==> src/rtl/systolic_skew_buffer.sv <==
// Lane-dependent delay line feeding or draining the systolic array: skew delays lane i by i*STEP
// enabled cycles, deskew by (PORTS-1-i)*STEP; stall, flush, zero-fill and drain status included.
module systolic_skew_buffer #(
  parameter int DATA_WIDTH = 8,
  parameter int PORTS      = 8,
  parameter int STEP       = 1
) (
  input  logic                             clk,
  input  logic                             rst,
  input  logic                             en,
  input  logic                             mode,
  input  logic                             flush,
  input  logic                             in_valid,
  input  logic [PORTS-1:0][DATA_WIDTH-1:0] in,
  output logic [PORTS-1:0][DATA_WIDTH-1:0] out,
  output logic [PORTS-1:0]                 out_valid,
  output logic                             busy,
  output logic                             drain_done
);
  localparam int DEPTH = (PORTS - 1) * STEP;

  logic                             mode_q;
  logic                             mode_eff;
  logic                             adv;
  logic                             accept;
  logic                             busy_nxt;
  logic [PORTS-1:0]                 tap_vld;
  logic [PORTS-1:0][DATA_WIDTH-1:0] tap_dat;

  function automatic int lane_delay(input int lane, input logic m);
    return m ? (PORTS - 1 - lane) * STEP : lane * STEP;
  endfunction

  assign adv      = en & ~flush & ~rst;
  assign accept   = adv & in_valid;
  // Mode only switches while idle so beats already in flight keep their tap.
  assign mode_eff = busy ? mode_q : mode;

  generate
    if (DEPTH > 0) begin : g_store
      // One valid chain serves every lane: all lanes carry the same beat stream.
      logic [DEPTH-1:0]                            vld;
      logic [PORTS-1:0][DEPTH-1:0][DATA_WIDTH-1:0] dat;

      always_ff @(posedge clk) begin
        if (rst || flush) begin
          vld <= '0;
          dat <= '0;
        end else if (en) begin
          vld[0] <= accept;
          for (int k = 1; k < DEPTH; k++) vld[k] <= vld[k-1];
          for (int i = 0; i < PORTS; i++) begin
            dat[i][0] <= in_valid ? in[i] : '0;
            for (int k = 1; k < DEPTH; k++) dat[i][k] <= dat[i][k-1];
          end
        end
      end

      assign busy = |vld;

      always_comb begin
        busy_nxt = accept;
        for (int k = 0; k < DEPTH - 1; k++) busy_nxt = busy_nxt | vld[k];
      end

      always_comb begin
        tap_vld = '0;
        tap_dat = '0;
        for (int i = 0; i < PORTS; i++) begin
          for (int k = 0; k < DEPTH; k++) begin
            if (lane_delay(i, mode_eff) == k + 1) begin
              tap_vld[i] = vld[k];
              tap_dat[i] = dat[i][k];
            end
          end
        end
      end
    end else begin : g_pass
      assign busy     = 1'b0;
      assign busy_nxt = 1'b0;
      assign tap_vld  = '0;
      assign tap_dat  = '0;
    end
  endgenerate

  always_comb begin
    out_valid = '0;
    out       = '0;
    for (int i = 0; i < PORTS; i++) begin
      if (lane_delay(i, mode_eff) == 0) begin
        out_valid[i] = accept;
        if (accept) out[i] = in[i];
      end else begin
        out_valid[i] = tap_vld[i] & adv;
        if (tap_vld[i] & adv) out[i] = tap_dat[i];
      end
    end
  end

  always_ff @(posedge clk) begin
    if (rst) begin
      mode_q     <= 1'b0;
      drain_done <= 1'b0;
    end else begin
      if (!flush) mode_q <= mode_eff;
      drain_done <= busy & adv & ~busy_nxt;
    end
  end

endmodule

==> config.mk <==
export PLATFORM = sky130hd
export DESIGN_NAME = systolic_skew_buffer
export DESIGN_NICKNAME = d
export VERILOG_FILES = /design/src/rtl/systolic_skew_buffer.sv
export SDC_FILE = /design/constraint.sdc
export NUM_CORES = 1
export LEC_CHECK = 0
export ABC_AREA = 1
export BUFFER_PORTS_ARGS = -buffer_cell sky130_fd_sc_hd__clkbuf_2
export CAP_MARGIN = 20
export CORE_MARGIN = 1
export CORE_UTILIZATION = 53
export CTS_CLUSTER_SIZE = 8
export DETAILED_ROUTE_END_ITERATION = 8
export PLACE_DENSITY = 0.73
export SYNTH_ARGS = -nofsm -noshare
export SYNTH_HDL_FRONTEND = slang
export SYNTH_SLANG_ARGS = --single-unit
==> constraint.sdc <==
create_clock -name clk -period 2.4 [get_ports clk]
set_input_delay 0.36 -clock clk [delete_from_list [all_inputs] [get_ports clk]]
set_output_delay 0.36 -clock clk [all_outputs]
set_load 0.1 [all_outputs]
# ---- After elaboration in Yosys (flattened, before gate mapping)
# Cells that the tools add are included.
# Widths: inputs -> output; s select.
dict set report word_totals {
  reg_bits 457
  latchBits 0
  mem_bits_rw 0
  mem_bits_ro 0
  elab_cells 308
  n_memories 0
}
dict set report op_classes {
  add_sub_neg 0
  n_mul 0
  n_div 0
  order_cmp 0
  n_eq_ne 56
  shift 0
  n_mux 161
  bitwise_logic 22
  reduce_logical 10
}
# operator count
set op_table {}
lappend op_table {{$eq 32x4->1 const B} 32}
lappend op_table {{$mux 8} 88}
lappend op_table {{$eq 32x3->1 const B} 16}
lappend op_table {{$eq 32x2->1 const B} 8}
lappend op_table {{$logic_not 32->1} 8}
lappend op_table {{$mux 1} 65}
lappend op_table {{$mux 3} 8}
lappend op_table {{$and 1x1->1} 13}
lappend op_table {{$reduce_or 7->1} 1}
lappend op_table {{$or 1x1->1} 6}
lappend op_table {{$not 1->1} 3}
lappend op_table {{$logic_or 1x1->1} 1}

# ---- Longest topological paths before layout
dict set report logic_depth {
  depth_word 14
  mapped_depth 10
  ltp_nobuf 9
}

# ---- Worst setup path before layout
# OpenSTA, ideal clock, no wires.
dict set report synth_timing {
  path_kind {input to output}
  start {input port flush}
  end {output port out[2] (netlist name)}
  arrival_time_ps 3160
  setup_slack_ps -1120
  path_stages 4
  path_buffers 1
  path_cell_list {nor2_2 -> nand2_2 -> clkbuf_1 -> o32ai_1}
}
# element line
set synth_rtl {}
lappend synth_rtl {{from (decl)} 12} ;# input logic flush,
lappend synth_rtl {{to (decl)} 15} ;# output logic [PORTS-1:0][DATA_WIDTH-1:0] out,

==> impl_metrics.toml <==
[routing]
top_layer = "met4"
wl_met1_um = 14100
post_drt_wl_per_cell_um = 17.0
avgViaCountPerCell = 5.56
vias = 11500
wirelength_um = 35000
wl_met2_um = 17300
antenna_left = 0
detail_route.first_pass.iterations = 7
route.detailed.drc = 0
wl_met3_um = 2610
drt_iter0_drc = 1165

[clocking]
clk_pin_slew_worst_paths_ns = 0.05
cts_tree = "built"
cts_buffers = 51
h-tree-depth = 2
worstSkewPairLatency_ns = 0.53
clock-sinks = 361
cts_root_buf = "clkbuf_16"
cts_buffer_depth = 3

[pwr]
p_sw_frac = 0.216
p_sw_uw = 2780
power_frac_seq = 0.470
ir_drop_v = 0.000518
leakage_uw = 0.00628
p_comb_frac = 0.054
power_density_nw_per_um2 = 720
p_clk_frac = 0.476
intPower_uw = 10100

[cells_and_area]
fin_nets = 1805
final_common_cell = "dfxtp_1"
multiInputGateArea_um2 = 4850
drive_gt1_frac = 0.245
seq_area_um2 = 7240
fillers = 1640
fin_area_um2 = 17900
final_util = 0.738
antenna_cells = 0
syn_to_final_growth_pct = 36.8
layout_common_cells = "354 x dfxtp_1, 329 x inv_1, 238 x o22ai_1, 148 x nand3_1, 122 x o21ai_0"

[placed_design]
place.gp.congestion = 0.801
post-place-ws_ns = 0.129
io_buffers = 143
place_area_um2 = 15600
hpwlAfterDp_um = 18700

[die]
die_w_um = 159
coreArea_um2 = 24200
core.rowCount = 57
die-area_um2 = 25300
initial_core_util = 0.540
die_h_um = 159
ios = 144

[worst_setup_path]
worst-path-stages = 10
worstPathCellList = "inv_2, nand2_2, nor2_4, buf_6, nand3_4, nand3_1, nand3_4, buf_12, nor2_4, buf_12"
cp.required_ns = 2.04
rrSetupSlack_ns = 0.56
critPathBufInv = 4
critPathLaunchType = "register"
path_class = "register to output port"
critical-path-max-stage-delay_ns = 0.32
critPathMaxFanout = 8
cp-end-kind = "output port"
reg2regPathDepth = 9
r2r_start = "g_store.vld[0]"
crit_slowest_cell = "dfxtp_2"
arrival_ns = 2.33
crit_family = "simple AND/OR/NAND/NOR gates"
r2r_end = "mode_q"

[global_route]
grt_first_pass_wirelength_um = 52200
gr-total-overflow = 0
antenna_found_initial = 0
grt_pass1_vias = 10600
gr-usage-all-layers = 0.249
grt_max_degree = 233

[synthesis]
synth_cell_types = 26
syn-cell-area_um2 = 13100
syn_avg_cell_area_um2 = 8.27
synth_warnings = 0
ys_seq_area_frac = 0.552
postSynthCellCount = 1582
syn-num-nets = 1652
synth.ff_latch_count = 361

[timing]
post-route-period-util = 1.12
period_needed_ns = 2.69
fin_ws_ns = -0.289
worst_pin_slew_ns = 0.985
worst_clock_skew_ns = 0.00800
final_hold_viol_count = 0
fmax_ghz = 0.372
relSlewSlack = 0.343
drv_slew = 0
grt_setup_unrepaired = "yes"
final-setup-viol-count = 72

[worst_hold_path]
holdPathEnd = "g_store.dat[226]"
holdPathStages = 3
hold_path_class = "input port to register"
min_from = "in[34]"

[run_status]
status = "finished, violations left"
violations = "negative setup slack"

[job]
drv_cap = 0
## flip-flops by register name, indices dropped and copies added (netlist names)
| register | flops |
|---|---|
| g_store.dat | 352 |
| g_store.vld | 7 |
| drain_done | 1 |
| mode_q | 1 |
## power by group through the flow
stage	clock network, µW	logic (µW)	registers [µW]
after global routing	6510	734	6050
after CTS	6200	628	6050
final	6130	701	6050
after detailed placement	0	553	6170
after floorplan	0	361	6160
after global placement	0	548	6170
## synthesized netlist by cell type
| master | instances | area (µm²) |
|---|---|---|
| inv_2 | 3 | 11.3 |
| nand3_4 | 3 | 52.6 |
| nand3_1 | 163 | 816 |
| clkinv_1 | 1 | 3.75 |
| nand4_1 | 8 | 50.1 |
| nor2_2 | 1 | 6.26 |
| inv_1 | 361 | 1360 |
| buf_6 | 5 | 56.3 |
| nor2_1 | 52 | 195 |
| clkbuf_1 | 43 | 161 |
| buf_1 | 14 | 52.6 |
| o21ai_0 | 122 | 611 |
| dfxtp_1 | 361 | 7230 |
| o22ai_1 | 239 | 1500 |
| nand2_1 | 133 | 499 |
| o21ai_1 | 1 | 5.00 |
| nand2_2 | 3 | 18.8 |
| a21oi_1 | 1 | 5.00 |
| buf_2 | 38 | 190 |
| o21ai_4 | 1 | 16.3 |
| nand3_2 | 8 | 80.1 |
| nor2_4 | 2 | 22.5 |
| nand2_4 | 2 | 22.5 |
| nor3_1 | 1 | 5.00 |
| buf_4 | 8 | 60.1 |
| o32ai_1 | 8 | 70.1 |
## per-stage QoR
stage	total power, µW	setup TNS (ns)	instances	hold WS (ns)
6_report	12900	-16.18	2061	0.0262
2_1_floorplan	6520	-5.57	1582	0.443
3_5_place_dp	6720	0	1968	0.458
3_3_place_gp	6710	0	1968	0.451
4_1_cts	12900	-10.86	2045	0.0135
5_1_grt	13300	-20.64	2061	0.0257
## kinds of logic after synthesis
kind of cell           share of synthesized area
and+or+nand+nor                            0.135
AOI/OAI and AO/OA                          0.168
DFF                                        0.552
buffers and inverters                      0.144
## tightest hold or removal path, stage by stage
cell and delay (ns):
clkbuf_2 0.07, nand2_1 0.04, o21ai_0 0.05
## layer usage
metal,vias up,global-route usage
met3,80,0.0451
met4,0,0.0927
met2,516,0.411
met5,-,0
li1,5458,-
met1,5400,0.327
## final cells by class
type | count | area share
Timing Repair Buffer | 205 | 0.151
Clock inverter | 1 | 0.000489
Inverter | 365 | 0.0765
Sequential cell | 361 | 0.404
Tap cell | 324 | 0.0226
Multi-Input combinational cell | 751 | 0.271
Clock buffer | 54 | 0.0743
## how the worst max path moves through the flow
stage              end           start
4_1_cts        out[46]  g_store.vld[1]
5_1_grt        out[33]  g_store.vld[0]
3_5_place_dp   out[23]  g_store.vld[4]
2_1_floorplan   out[2]           flush
3_3_place_gp   out[16]  g_store.vld[2]
6_report       out[39]  g_store.vld[4]
## timing repair
action                                  4_1_cts  5_1_grt
setup buffers                                18        9
pin swaps                                    16       28
resized for setup                            64       78
hold buffers                                  0        0
gates cloned                                  4        7
endpoints found under the setup margin       72       72
No activity file was read; power rests on OpenSTA's default activity.
